<file path="config.mk">
export PLATFORM = sky130hd
export DESIGN_NAME = reorder_buffer_flat
export DESIGN_NICKNAME = d
export VERILOG_FILES = /design/src/rtl/reorder_buffer_pkg.sv /design/src/rtl/reorder_buffer_if.sv /design/src/rtl/reorder_buffer.sv /design/src/flat_wrapper.sv
export SDC_FILE = /design/constraint.sdc
export NUM_CORES = 2
export LEC_CHECK = 0
export BUFFER_PORTS_ARGS = -buffer_cell sky130_fd_sc_hd__buf_2
export CAP_MARGIN = 20
export CORE_MARGIN = 8
export CORE_UTILIZATION = 35
export DETAILED_ROUTE_END_ITERATION = 6
export SYNTH_ARGS = -nofsm -noshare
export SYNTH_HDL_FRONTEND = slang
export SYNTH_SLANG_ARGS = --single-unit
</file>
<file path="constraint.sdc">
create_clock -name clk_in -period 19.42 [get_ports clk_in]
set_input_delay 0.971 -clock clk_in [delete_from_list [all_inputs] [get_ports clk_in]]
set_output_delay 0.971 -clock clk_in [all_outputs]
set_load 0.02 [all_outputs]
</file>
<file path="src/rtl/reorder_buffer_pkg.sv">
// Shared reorder-buffer constants, entry type encoding and issue decode.
// The reserved type encoding is folded onto a register write to x0.
package reorder_buffer_pkg;

  localparam int ROB_WIDTH_BIT = 3;
  localparam int REG_ID_BIT    = 5;

  typedef enum logic [1:0] {
    ROB_TYPE_REG    = 2'd0,
    ROB_TYPE_STORE  = 2'd1,
    ROB_TYPE_BRANCH = 2'd2,
    ROB_TYPE_RSVD   = 2'd3
  } rob_type_e;

  typedef struct packed {
    rob_type_e             kind;
    logic [REG_ID_BIT-1:0] rd;
  } issue_dec_t;

  function automatic issue_dec_t decode_issue(input logic [1:0]            raw,
                                              input logic [REG_ID_BIT-1:0] rd);
    issue_dec_t dec;
    dec.kind = rob_type_e'(raw);
    dec.rd   = rd;
    if (raw == 2'd3) begin
      dec.kind = ROB_TYPE_REG;
      dec.rd   = '0;
    end
    return dec;
  endfunction

endpackage

</file>
<file path="src/rtl/reorder_buffer_if.sv">
// Dispatch / CDB / commit bundle of the reorder buffer.
// master = dispatch and CDB side, slave = the reorder buffer itself.
interface reorder_buffer_if
  import reorder_buffer_pkg::*;
#(
  parameter int DEPTH_BIT = ROB_WIDTH_BIT
) ();

  logic                  issue_valid;
  logic                  issue_ready;
  logic [1:0]            issue_type;
  logic [REG_ID_BIT-1:0] issue_rd;
  logic                  issue_pred_taken;
  logic [31:0]           issue_alt_pc;
  logic [DEPTH_BIT-1:0]  issue_rob_id;

  logic                  cdb_valid;
  logic [DEPTH_BIT-1:0]  cdb_rob_id;
  logic [31:0]           cdb_value;
  logic                  cdb_taken;

  logic [DEPTH_BIT-1:0]  qa_id;
  logic [DEPTH_BIT-1:0]  qb_id;
  logic                  qa_ready;
  logic                  qb_ready;
  logic [31:0]           qa_value;
  logic [31:0]           qb_value;

  logic                  commit_valid;
  logic [REG_ID_BIT-1:0] commit_rd;
  logic [31:0]           commit_value;
  logic [DEPTH_BIT-1:0]  commit_rob_id;
  logic                  store_commit;
  logic [DEPTH_BIT-1:0]  store_rob_id;
  logic                  flush_out;
  logic [31:0]           flush_pc;

  modport master (
    output issue_valid, issue_type, issue_rd, issue_pred_taken, issue_alt_pc,
    input  issue_ready, issue_rob_id,
    output cdb_valid, cdb_rob_id, cdb_value, cdb_taken,
    output qa_id, qb_id,
    input  qa_ready, qb_ready, qa_value, qb_value,
    input  commit_valid, commit_rd, commit_value, commit_rob_id,
    input  store_commit, store_rob_id, flush_out, flush_pc
  );

  modport slave (
    input  issue_valid, issue_type, issue_rd, issue_pred_taken, issue_alt_pc,
    output issue_ready, issue_rob_id,
    input  cdb_valid, cdb_rob_id, cdb_value, cdb_taken,
    input  qa_id, qb_id,
    output qa_ready, qb_ready, qa_value, qb_value,
    output commit_valid, commit_rd, commit_value, commit_rob_id,
    output store_commit, store_rob_id, flush_out, flush_pc
  );

endinterface

</file>
<file path="src/rtl/reorder_buffer.sv">
// Circular in-order retirement queue: tag allocation, CDB capture, commit and flush.
// Define ROB_BYPASS_EN to let operand queries see a same-cycle CDB broadcast.
module reorder_buffer
  import reorder_buffer_pkg::*;
#(
  parameter int DEPTH_BIT = ROB_WIDTH_BIT
) (
  input logic             clk_in,
  input logic             rst_in,
  input logic             rdy_in,
  reorder_buffer_if.slave bus
);

  localparam int ENTRIES = 1 << DEPTH_BIT;

  typedef logic [DEPTH_BIT-1:0] ptr_t;
  typedef logic [DEPTH_BIT:0]   cnt_t;

  logic                  valid_q     [ENTRIES];
  logic                  valid_d     [ENTRIES];
  logic                  ready_q     [ENTRIES];
  logic                  ready_d     [ENTRIES];
  rob_type_e             type_q      [ENTRIES];
  rob_type_e             type_d      [ENTRIES];
  logic [REG_ID_BIT-1:0] rd_q        [ENTRIES];
  logic [REG_ID_BIT-1:0] rd_d        [ENTRIES];
  logic                  predTaken_q [ENTRIES];
  logic                  predTaken_d [ENTRIES];
  logic [31:0]           altPc_q     [ENTRIES];
  logic [31:0]           altPc_d     [ENTRIES];
  logic [31:0]           value_q     [ENTRIES];
  logic [31:0]           value_d     [ENTRIES];
  logic                  taken_q     [ENTRIES];
  logic                  taken_d     [ENTRIES];

  ptr_t head_q, head_d, tail_q, tail_d;
  cnt_t count_q, count_d;

  logic                  commitValid_q, commitValid_d;
  logic [REG_ID_BIT-1:0] commitRd_q, commitRd_d;
  logic [31:0]           commitValue_q, commitValue_d;
  ptr_t                  commitRobId_q, commitRobId_d;
  logic                  storeCommit_q, storeCommit_d;
  ptr_t                  storeRobId_q, storeRobId_d;
  logic                  flush_q, flush_d;
  logic [31:0]           flushPc_q, flushPc_d;

  logic       issueReady, issueFire, commitFire, mispredict;
  issue_dec_t issueDec;

  // Full-ness comes only from the registered count, so a full buffer
  // refuses issue even on an edge that also commits.
  assign issueReady = count_q < cnt_t'(ENTRIES);
  assign issueDec   = decode_issue(bus.issue_type, bus.issue_rd);
  assign commitFire = rdy_in && (count_q != '0) && valid_q[head_q] && ready_q[head_q];
  assign mispredict = commitFire && (type_q[head_q] == ROB_TYPE_BRANCH) &&
                      (taken_q[head_q] != predTaken_q[head_q]);
  assign issueFire  = rdy_in && bus.issue_valid && issueReady && !mispredict;

  always_comb begin
    valid_d       = valid_q;
    ready_d       = ready_q;
    type_d        = type_q;
    rd_d          = rd_q;
    predTaken_d   = predTaken_q;
    altPc_d       = altPc_q;
    value_d       = value_q;
    taken_d       = taken_q;
    head_d        = head_q;
    tail_d        = tail_q;
    count_d       = count_q + cnt_t'(issueFire) - cnt_t'(commitFire);
    commitValid_d = 1'b0;
    commitRd_d    = commitRd_q;
    commitValue_d = commitValue_q;
    commitRobId_d = commitRobId_q;
    storeCommit_d = 1'b0;
    storeRobId_d  = storeRobId_q;
    flush_d       = 1'b0;
    flushPc_d     = flushPc_q;

    // Capture only lands in live entries; commit sees it one edge later.
    if (rdy_in && bus.cdb_valid && valid_q[bus.cdb_rob_id]) begin
      ready_d[bus.cdb_rob_id] = 1'b1;
      value_d[bus.cdb_rob_id] = bus.cdb_value;
      taken_d[bus.cdb_rob_id] = bus.cdb_taken;
    end

    if (issueFire) begin
      valid_d[tail_q]     = 1'b1;
      ready_d[tail_q]     = 1'b0;
      type_d[tail_q]      = issueDec.kind;
      rd_d[tail_q]        = issueDec.rd;
      predTaken_d[tail_q] = bus.issue_pred_taken;
      altPc_d[tail_q]     = bus.issue_alt_pc;
      tail_d              = tail_q + ptr_t'(1);
    end

    if (commitFire) begin
      head_d          = head_q + ptr_t'(1);
      valid_d[head_q] = 1'b0;
      case (type_q[head_q])
        ROB_TYPE_STORE: begin
          storeCommit_d = 1'b1;
          storeRobId_d  = head_q;
        end
        ROB_TYPE_BRANCH: begin
          if (mispredict) begin
            flush_d   = 1'b1;
            flushPc_d = altPc_q[head_q];
            for (int i = 0; i < ENTRIES; i++) valid_d[i] = 1'b0;
            tail_d    = head_q + ptr_t'(1);
            count_d   = '0;
          end
        end
        default: begin
          commitValid_d = 1'b1;
          commitRd_d    = rd_q[head_q];
          commitValue_d = value_q[head_q];
          commitRobId_d = head_q;
        end
      endcase
    end
  end

  always_ff @(posedge clk_in or posedge rst_in) begin
    if (rst_in) begin
      for (int i = 0; i < ENTRIES; i++) begin
        valid_q[i]     <= 1'b0;
        ready_q[i]     <= 1'b0;
        type_q[i]      <= ROB_TYPE_REG;
        rd_q[i]        <= '0;
        predTaken_q[i] <= 1'b0;
        altPc_q[i]     <= '0;
        value_q[i]     <= '0;
        taken_q[i]     <= 1'b0;
      end
      head_q        <= '0;
      tail_q        <= '0;
      count_q       <= '0;
      commitValid_q <= 1'b0;
      commitRd_q    <= '0;
      commitValue_q <= '0;
      commitRobId_q <= '0;
      storeCommit_q <= 1'b0;
      storeRobId_q  <= '0;
      flush_q       <= 1'b0;
      flushPc_q     <= '0;
    end else begin
      valid_q       <= valid_d;
      ready_q       <= ready_d;
      type_q        <= type_d;
      rd_q          <= rd_d;
      predTaken_q   <= predTaken_d;
      altPc_q       <= altPc_d;
      value_q       <= value_d;
      taken_q       <= taken_d;
      head_q        <= head_d;
      tail_q        <= tail_d;
      count_q       <= count_d;
      commitValid_q <= commitValid_d;
      commitRd_q    <= commitRd_d;
      commitValue_q <= commitValue_d;
      commitRobId_q <= commitRobId_d;
      storeCommit_q <= storeCommit_d;
      storeRobId_q  <= storeRobId_d;
      flush_q       <= flush_d;
      flushPc_q     <= flushPc_d;
    end
  end

  assign bus.issue_ready   = issueReady;
  assign bus.issue_rob_id  = tail_q;
  assign bus.commit_valid  = commitValid_q;
  assign bus.commit_rd     = commitRd_q;
  assign bus.commit_value  = commitValue_q;
  assign bus.commit_rob_id = commitRobId_q;
  assign bus.store_commit  = storeCommit_q;
  assign bus.store_rob_id  = storeRobId_q;
  assign bus.flush_out     = flush_q;
  assign bus.flush_pc      = flushPc_q;

  logic qaHit, qbHit;
  assign qaHit = valid_q[bus.qa_id] && ready_q[bus.qa_id];
  assign qbHit = valid_q[bus.qb_id] && ready_q[bus.qb_id];

`ifdef ROB_BYPASS_EN
  // A broadcast to a live entry is visible to dispatch in the same cycle.
  logic qaByp, qbByp;
  assign qaByp        = bus.cdb_valid && (bus.cdb_rob_id == bus.qa_id) && valid_q[bus.qa_id];
  assign qbByp        = bus.cdb_valid && (bus.cdb_rob_id == bus.qb_id) && valid_q[bus.qb_id];
  assign bus.qa_ready = qaByp || qaHit;
  assign bus.qb_ready = qbByp || qbHit;
  assign bus.qa_value = qaByp ? bus.cdb_value : (qaHit ? value_q[bus.qa_id] : '0);
  assign bus.qb_value = qbByp ? bus.cdb_value : (qbHit ? value_q[bus.qb_id] : '0);
`else
  assign bus.qa_ready = qaHit;
  assign bus.qb_ready = qbHit;
  assign bus.qa_value = qaHit ? value_q[bus.qa_id] : '0;
  assign bus.qb_value = qbHit ? value_q[bus.qb_id] : '0;
`endif

endmodule

</file>
<file path="src/flat_wrapper.sv">
// flat-port wrapper written by rule: the top's interface ports become plain ports
module reorder_buffer_flat import reorder_buffer_pkg::*;
#(
  parameter int DEPTH_BIT = ROB_WIDTH_BIT
)
  (clk_in, rst_in, rdy_in, bus_issue_valid, bus_issue_type, bus_issue_rd, bus_issue_pred_taken, bus_issue_alt_pc, bus_issue_ready, bus_issue_rob_id, bus_cdb_valid, bus_cdb_rob_id, bus_cdb_value, bus_cdb_taken, bus_qa_id, bus_qb_id, bus_qa_ready, bus_qb_ready, bus_qa_value, bus_qb_value, bus_commit_valid, bus_commit_rd, bus_commit_value, bus_commit_rob_id, bus_store_commit, bus_store_rob_id, bus_flush_out, bus_flush_pc);
  reorder_buffer_if #(.DEPTH_BIT(DEPTH_BIT)) bus_i ();
  input logic clk_in;
  input logic rst_in;
  input logic rdy_in;
  input wire logic [$bits(bus_i.issue_valid)-1:0] bus_issue_valid;
  input wire logic [$bits(bus_i.issue_type)-1:0] bus_issue_type;
  input wire logic [$bits(bus_i.issue_rd)-1:0] bus_issue_rd;
  input wire logic [$bits(bus_i.issue_pred_taken)-1:0] bus_issue_pred_taken;
  input wire logic [$bits(bus_i.issue_alt_pc)-1:0] bus_issue_alt_pc;
  output wire logic [$bits(bus_i.issue_ready)-1:0] bus_issue_ready;
  output wire logic [$bits(bus_i.issue_rob_id)-1:0] bus_issue_rob_id;
  input wire logic [$bits(bus_i.cdb_valid)-1:0] bus_cdb_valid;
  input wire logic [$bits(bus_i.cdb_rob_id)-1:0] bus_cdb_rob_id;
  input wire logic [$bits(bus_i.cdb_value)-1:0] bus_cdb_value;
  input wire logic [$bits(bus_i.cdb_taken)-1:0] bus_cdb_taken;
  input wire logic [$bits(bus_i.qa_id)-1:0] bus_qa_id;
  input wire logic [$bits(bus_i.qb_id)-1:0] bus_qb_id;
  output wire logic [$bits(bus_i.qa_ready)-1:0] bus_qa_ready;
  output wire logic [$bits(bus_i.qb_ready)-1:0] bus_qb_ready;
  output wire logic [$bits(bus_i.qa_value)-1:0] bus_qa_value;
  output wire logic [$bits(bus_i.qb_value)-1:0] bus_qb_value;
  output wire logic [$bits(bus_i.commit_valid)-1:0] bus_commit_valid;
  output wire logic [$bits(bus_i.commit_rd)-1:0] bus_commit_rd;
  output wire logic [$bits(bus_i.commit_value)-1:0] bus_commit_value;
  output wire logic [$bits(bus_i.commit_rob_id)-1:0] bus_commit_rob_id;
  output wire logic [$bits(bus_i.store_commit)-1:0] bus_store_commit;
  output wire logic [$bits(bus_i.store_rob_id)-1:0] bus_store_rob_id;
  output wire logic [$bits(bus_i.flush_out)-1:0] bus_flush_out;
  output wire logic [$bits(bus_i.flush_pc)-1:0] bus_flush_pc;
  assign bus_i.issue_valid = bus_issue_valid;
  assign bus_i.issue_type = bus_issue_type;
  assign bus_i.issue_rd = bus_issue_rd;
  assign bus_i.issue_pred_taken = bus_issue_pred_taken;
  assign bus_i.issue_alt_pc = bus_issue_alt_pc;
  assign bus_issue_ready = bus_i.issue_ready;
  assign bus_issue_rob_id = bus_i.issue_rob_id;
  assign bus_i.cdb_valid = bus_cdb_valid;
  assign bus_i.cdb_rob_id = bus_cdb_rob_id;
  assign bus_i.cdb_value = bus_cdb_value;
  assign bus_i.cdb_taken = bus_cdb_taken;
  assign bus_i.qa_id = bus_qa_id;
  assign bus_i.qb_id = bus_qb_id;
  assign bus_qa_ready = bus_i.qa_ready;
  assign bus_qb_ready = bus_i.qb_ready;
  assign bus_qa_value = bus_i.qa_value;
  assign bus_qb_value = bus_i.qb_value;
  assign bus_commit_valid = bus_i.commit_valid;
  assign bus_commit_rd = bus_i.commit_rd;
  assign bus_commit_value = bus_i.commit_value;
  assign bus_commit_rob_id = bus_i.commit_rob_id;
  assign bus_store_commit = bus_i.store_commit;
  assign bus_store_rob_id = bus_i.store_rob_id;
  assign bus_flush_out = bus_i.flush_out;
  assign bus_flush_pc = bus_i.flush_pc;
  reorder_buffer #(.DEPTH_BIT(DEPTH_BIT)) u_core (.clk_in(clk_in), .rst_in(rst_in), .rdy_in(rdy_in), .bus(bus_i));
endmodule
</file>
==> report_table.html <==
<table>
<tr><th>Metric</th><th>Value</th></tr>
<tr><th colspan="2">Status</th></tr>
<tr><td>Run status</td><td>completed</td></tr>
<tr><th colspan="2">Timing</th></tr>
<tr><td>Count of final hold-check violations</td><td>0</td></tr>
<tr><td>RSZ-0062 raised after global routing</td><td>no</td></tr>
<tr><td>Transition at the pin with the smallest max-transition slack</td><td>1.15 ns</td></tr>
<tr><td>Highest Clock Rate</td><td>0.160 GHz</td></tr>
<tr><td>Max-slew headroom</td><td>23.3%</td></tr>
<tr><td>Final slew viol count</td><td>0</td></tr>
<tr><td>TNS Setup</td><td>0 ns</td></tr>
<tr><td>Fin crit share</td><td>32.2%</td></tr>
<tr><td>Final critical-path required period</td><td>6.25 ns</td></tr>
<tr><td>Final setup violation count</td><td>0</td></tr>
<tr><td>Clock skew after layout</td><td>0.0240 ns</td></tr>
<tr><th colspan="2">Place</th></tr>
<tr><td>Number of placed cells counting well taps</td><td>3688</td></tr>
<tr><td>Port Buffers</td><td>234</td></tr>
<tr><td>Total half-perimeter wirelength after legalization and detailed placement</td><td>60300 um</td></tr>
<tr><td>Standard cell area after detailed placement</td><td>35400 um^2</td></tr>
<tr><td>RD Place Congestion</td><td>0.801</td></tr>
<tr><th colspan="2">Setup path</th></tr>
<tr><td>Most Frequent Cell on Critical Path</td><td>buf_4</td></tr>
<tr><td>Critical path startpoint category</td><td>flip-flop</td></tr>
<tr><td>CP Cell Sequence</td><td>and3b_4 -&gt; buf_4 -&gt; a22oi_1 -&gt; and4_1 -&gt; ha_1 -&gt; o211ai_4 -&gt; buf_4 -&gt; inv_2 -&gt; nor4b_4 -&gt; buf_4 -&gt; mux2_1</td></tr>
<tr><td>Depth of the worst register-to-register path</td><td>11</td></tr>
<tr><td>Capturing element of the worst setup path</td><td>u_core.predTaken_q[5]</td></tr>
<tr><td>CP Buf/Inv Count</td><td>4</td></tr>
<tr><td>R2R setup slack</td><td>13.17 ns</td></tr>
<tr><td>Data required time of the worst path</td><td>19.92 ns</td></tr>
<tr><td>Slowest cell on the critical path</td><td>dfrtp_1</td></tr>
<tr><td>Reg-to-reg critical path startpoint</td><td>u_core.head_q[1]</td></tr>
<tr><td>Crit path arrival time</td><td>6.75 ns</td></tr>
<tr><td>Crit. End Element</td><td>flip-flop</td></tr>
<tr><td>Critical path's top delay family</td><td>buffers and inverters</td></tr>
<tr><td>Delay of the slowest critical-path stage</td><td>1.02 ns</td></tr>
<tr><td>Crit Reg-Reg Endpoint</td><td>u_core.predTaken_q[5]</td></tr>
<tr><td>Crit path max fanout</td><td>72</td></tr>
<tr><td>First element of the critical path</td><td>u_core.head_q[1]</td></tr>
<tr><td>Class of the most critical setup path</td><td>flip-flop to flip-flop</td></tr>
<tr><td>CP Depth</td><td>11</td></tr>
<tr><th colspan="2">Global route</th></tr>
<tr><td>First-pass GRT wire length</td><td>158000 um</td></tr>
<tr><td>Grt total ovfl</td><td>0</td></tr>
<tr><td>Pin count of the biggest net entering global routing</td><td>176</td></tr>
<tr><td>Overall track demand over capacity in global routing</td><td>19.7%</td></tr>
<tr><td>Initial antenna violation count</td><td>22</td></tr>
<tr><td>Via count of the first global-routing pass</td><td>24.3k</td></tr>
<tr><th colspan="2">Clock network</th></tr>
<tr><td>CTS tree</td><td>built</td></tr>
<tr><td>Post-CTS resize count</td><td>0</td></tr>
<tr><td>Cts-stage hold buffer count</td><td>0</td></tr>
<tr><td>Inserted Clock Buffers</td><td>74</td></tr>
<tr><td>Post-CTS setup buffer count</td><td>0</td></tr>
<tr><td>Worst-Skew Late Latency</td><td>0.64 ns</td></tr>
<tr><td>Number of H-tree branching levels</td><td>3</td></tr>
<tr><td>CTS root buffer</td><td>clkbuf_16</td></tr>
<tr><td>Buffers from clock root to sink, at most</td><td>3</td></tr>
<tr><td>Clock net sink count</td><td>688</td></tr>
<tr><td>Clock edge transition at the registers on the reported setup and hold paths</td><td>0.06 ns</td></tr>
<tr><th colspan="2">Detailed routing</th></tr>
<tr><td>Initial DRC Count</td><td>2097</td></tr>
<tr><td>Routed length on met3</td><td>8440 um</td></tr>
<tr><td>Uppermost routed layer</td><td>met5</td></tr>
<tr><td>Length of routed wiring on met1</td><td>42300 um</td></tr>
<tr><td>Wire per inst</td><td>27.2 um</td></tr>
<tr><td>Vias per cell</td><td>5.93</td></tr>
<tr><td>Antenna Violating Nets Remaining</td><td>0</td></tr>
<tr><td>Total length of routed wires</td><td>104000 um</td></tr>
<tr><td>Router iterations before antenna repair</td><td>6</td></tr>
<tr><td>Vias</td><td>22.7k</td></tr>
<tr><td>Drc violations</td><td>0</td></tr>
<tr><td>Wire length on met2</td><td>50300 um</td></tr>
<tr><th colspan="2">Final layout</th></tr>
<tr><td>Finished Cell Area</td><td>37900 um^2</td></tr>
<tr><td>Filler instances</td><td>8733</td></tr>
<tr><td>Layout overhead on the synthesized area</td><td>14.9%</td></tr>
<tr><td>Net count of the finished layout</td><td>2607</td></tr>
<tr><td>Commonest cells after routing, fill and taps aside</td><td>dfrtp_1 (688), mux2_2 (393), buf_2 (230), mux2_1 (199), mux4_2 (130)</td></tr>
<tr><td>Share of final-layout standard cells stronger than drive strength 1</td><td>37.0%</td></tr>
<tr><td>Commonest non-fill, non-tap cell in the layout</td><td>dfrtp_1</td></tr>
<tr><td>Final Non-Filler Cells</td><td>3826</td></tr>
<tr><th colspan="2">Synth</th></tr>
<tr><td>Distinct cell type count of the synthesized netlist</td><td>50</td></tr>
<tr><td>Post-synthesis sequential element count</td><td>688</td></tr>
<tr><td>Number of enable-type register cells in the synthesized netlist</td><td>0</td></tr>
<tr><td>Prevailing post-synth register cell</td><td>dfrtp_1</td></tr>
<tr><td>Post-synthesis area per instance</td><td>14.0 um^2</td></tr>
<tr><td>Post-synthesis cell area</td><td>33000 um^2</td></tr>
<tr><td>Ys async rst share</td><td>100%</td></tr>
<tr><td>Number of nets produced by synthesis</td><td>2452</td></tr>
<tr><td>Mapped Cells</td><td>2355</td></tr>
<tr><td>Count of warnings emitted by yosys</td><td>0</td></tr>
<tr><td>Sequential element share of the synthesized area</td><td>52.2%</td></tr>
<tr><th colspan="2">Pwr</th></tr>
<tr><td>Lkg Pwr</td><td>0.0182 uW</td></tr>
<tr><td>Worst vdd rail ir drop</td><td>0.0694 mV</td></tr>
<tr><td>Power per Cell Area</td><td>86.5 nW/um^2</td></tr>
<tr><th colspan="2">Run</th></tr>
<tr><td># Max-Cap Violations</td><td>0</td></tr>
<tr><th colspan="2">Die</th></tr>
<tr><td>Horizontal die dimension</td><td>323 um</td></tr>
<tr><td>Core ar.</td><td>93300 um^2</td></tr>
<tr><td>Area of the die</td><td>104000 um^2</td></tr>
<tr><td>I/O Pins</td><td>235</td></tr>
<tr><td>Number of rows in the core area</td><td>112</td></tr>
<tr><td>Starting utilization of the core area</td><td>35.3%</td></tr>
<tr><td>Height of the chip</td><td>323 um</td></tr>
<tr><th colspan="2">Min path</th></tr>
<tr><td>Worst hold-check path type</td><td>flip-flop to flip-flop</td></tr>
</table>
## how the worst min path moves through the flow
| stage | startpoint | end | slack, ns | cells past startpoint |
|---|---|---|---|---|
| final | u_core.bus.commit_value[26] | u_core.bus.commit_value[26] | 0.47 | 1 |
| after CTS | u_core.bus.commit_value[26] | u_core.bus.commit_value[26] | 0.48 | 1 |
| after global routing | u_core.bus.flush_pc[22] | u_core.bus.flush_pc[22] | 0.49 | 1 |
| after detailed placement | u_core.bus.flush_pc[13] | u_core.bus.flush_pc[13] | 0.46 | 1 |
| after floorplan | u_core.predTaken_q[3] | u_core.predTaken_q[3] | 0.46 | 1 |
| after global placement | u_core.bus.flush_pc[15] | u_core.bus.flush_pc[15] | 0.46 | 1 |
## state kept, by name, indices dropped and copies added (netlist names), 3 cells and up
register and cells:
u_core.altPc_q 256, u_core.value_q 256, u_core.rd_q 40, u_core.bus.commit_value 32, u_core.bus.flush_pc 32, u_core.type_q 16, u_core.predTaken_q 8, u_core.ready_q 8
u_core.taken_q 8, u_core.valid_q 8, u_core.bus.commit_rd 5, u_core.count_q 4, u_core.bus.commit_rob_id 3, u_core.bus.issue_rob_id 3, u_core.bus.store_rob_id 3, u_core.head_q 3
## logic make-up (layout without fill, tap and decap cells)
family | count (synthesis) | in the layout | synth area share, %
AOI/OAI and AO/OA | 475 | 475 | 10.9
xor gates and xnor gates | 7 | 7 | 0.186
adders and majority gates | 10 | 10 | 0.402
buffers and inverters | 223 | 433 | 2.67
DFF | 688 | 688 | 52.2
muxes | 788 | 788 | 31.1
other | 0 | 7 | 0
and+or+nand+nor | 164 | 164 | 2.54
## per-layer routing
layer  vias up  track usage [%]
met2       958             32.6
met5         -                0
met1     12100             25.4
met4        20             6.57
met3       250             4.92
li1       9408                -
## power by group
part	switching, uW	internal (uW)	total (uW)
logic	151	137	288
clock network	598	825	1420
registers	67.9	1500	1570
total	817	2460	3280
## layout make-up
| class | count | area [um^2] | share of cell area (%) |
|---|---|---|---|
| inverter | 22 | 86.3 | 0.228 |
| sequential | 688 | 17200 | 45.4 |
| clock inverter | 23 | 287 | 0.756 |
| tap | 1254 | 1570 | 4.14 |
| clock buffer | 108 | 2180 | 5.75 |
| antenna | 7 | 17.5 | 0.0462 |
| timing repair buffer | 280 | 1550 | 4.09 |
| multi-input combinational | 1444 | 15000 | 39.6 |
## cells in the mapped netlist, types with 2 or more instances
library cell | number | area (um^2)
xor2_1 | 3 | 26.3
clkbuf_1 | 134 | 503
a22oi_1 | 115 | 863
and2_1 | 10 | 62.6
nor2_1 | 85 | 319
nand3_1 | 9 | 45.0
dfrtp_1 | 688 | 17200
a211oi_1 | 2 | 15.0
and4_1 | 4 | 35.0
a311oi_1 | 4 | 35.0
ha_1 | 9 | 113
a22o_1 | 85 | 744
buf_1 | 34 | 128
o21ai_0 | 12 | 60.1
mux2i_1 | 66 | 661
nand3b_1 | 3 | 22.5
o21a_1 | 9 | 67.6
a221oi_1 | 85 | 744
buf_2 | 32 | 160
mux4_2 | 130 | 2930
nor3b_1 | 4 | 30.0
a21o_1 | 54 | 405
a21boi_1 | 2 | 15.0
nand4_1 | 2 | 12.5
nor4b_4 | 2 | 47.6
and3b_1 | 3 | 26.3
mux2_1 | 199 | 2240
a31oi_1 | 72 | 450
nor2b_1 | 8 | 50.1
xnor2_1 | 4 | 35.0
a21oi_1 | 29 | 145
a21boi_0 | 2 | 15.0
mux2_2 | 393 | 4430
and3_1 | 7 | 43.8
nand2_1 | 18 | 67.6
inv_1 | 21 | 78.8
nand2b_1 | 3 | 18.8
## stage by stage
| stage | setup slack, ns | util [%] | hold slack, ns | total power, uW |
|---|---|---|---|---|
| after CTS | 13.11 | 40.6 | 0.478 | 3310 |
| after detailed placement | 13.11 | 38.0 | 0.461 | 1880 |
| after global routing | 12.84 | 40.6 | 0.486 | 3400 |
| after floorplan | 9.03 | - | 0.457 | 1770 |
| after global placement | 13.27 | 38.0 | 0.459 | 1860 |
| final | 13.17 | 40.6 | 0.472 | 3280 |
(Power assumes the default switching activity.)
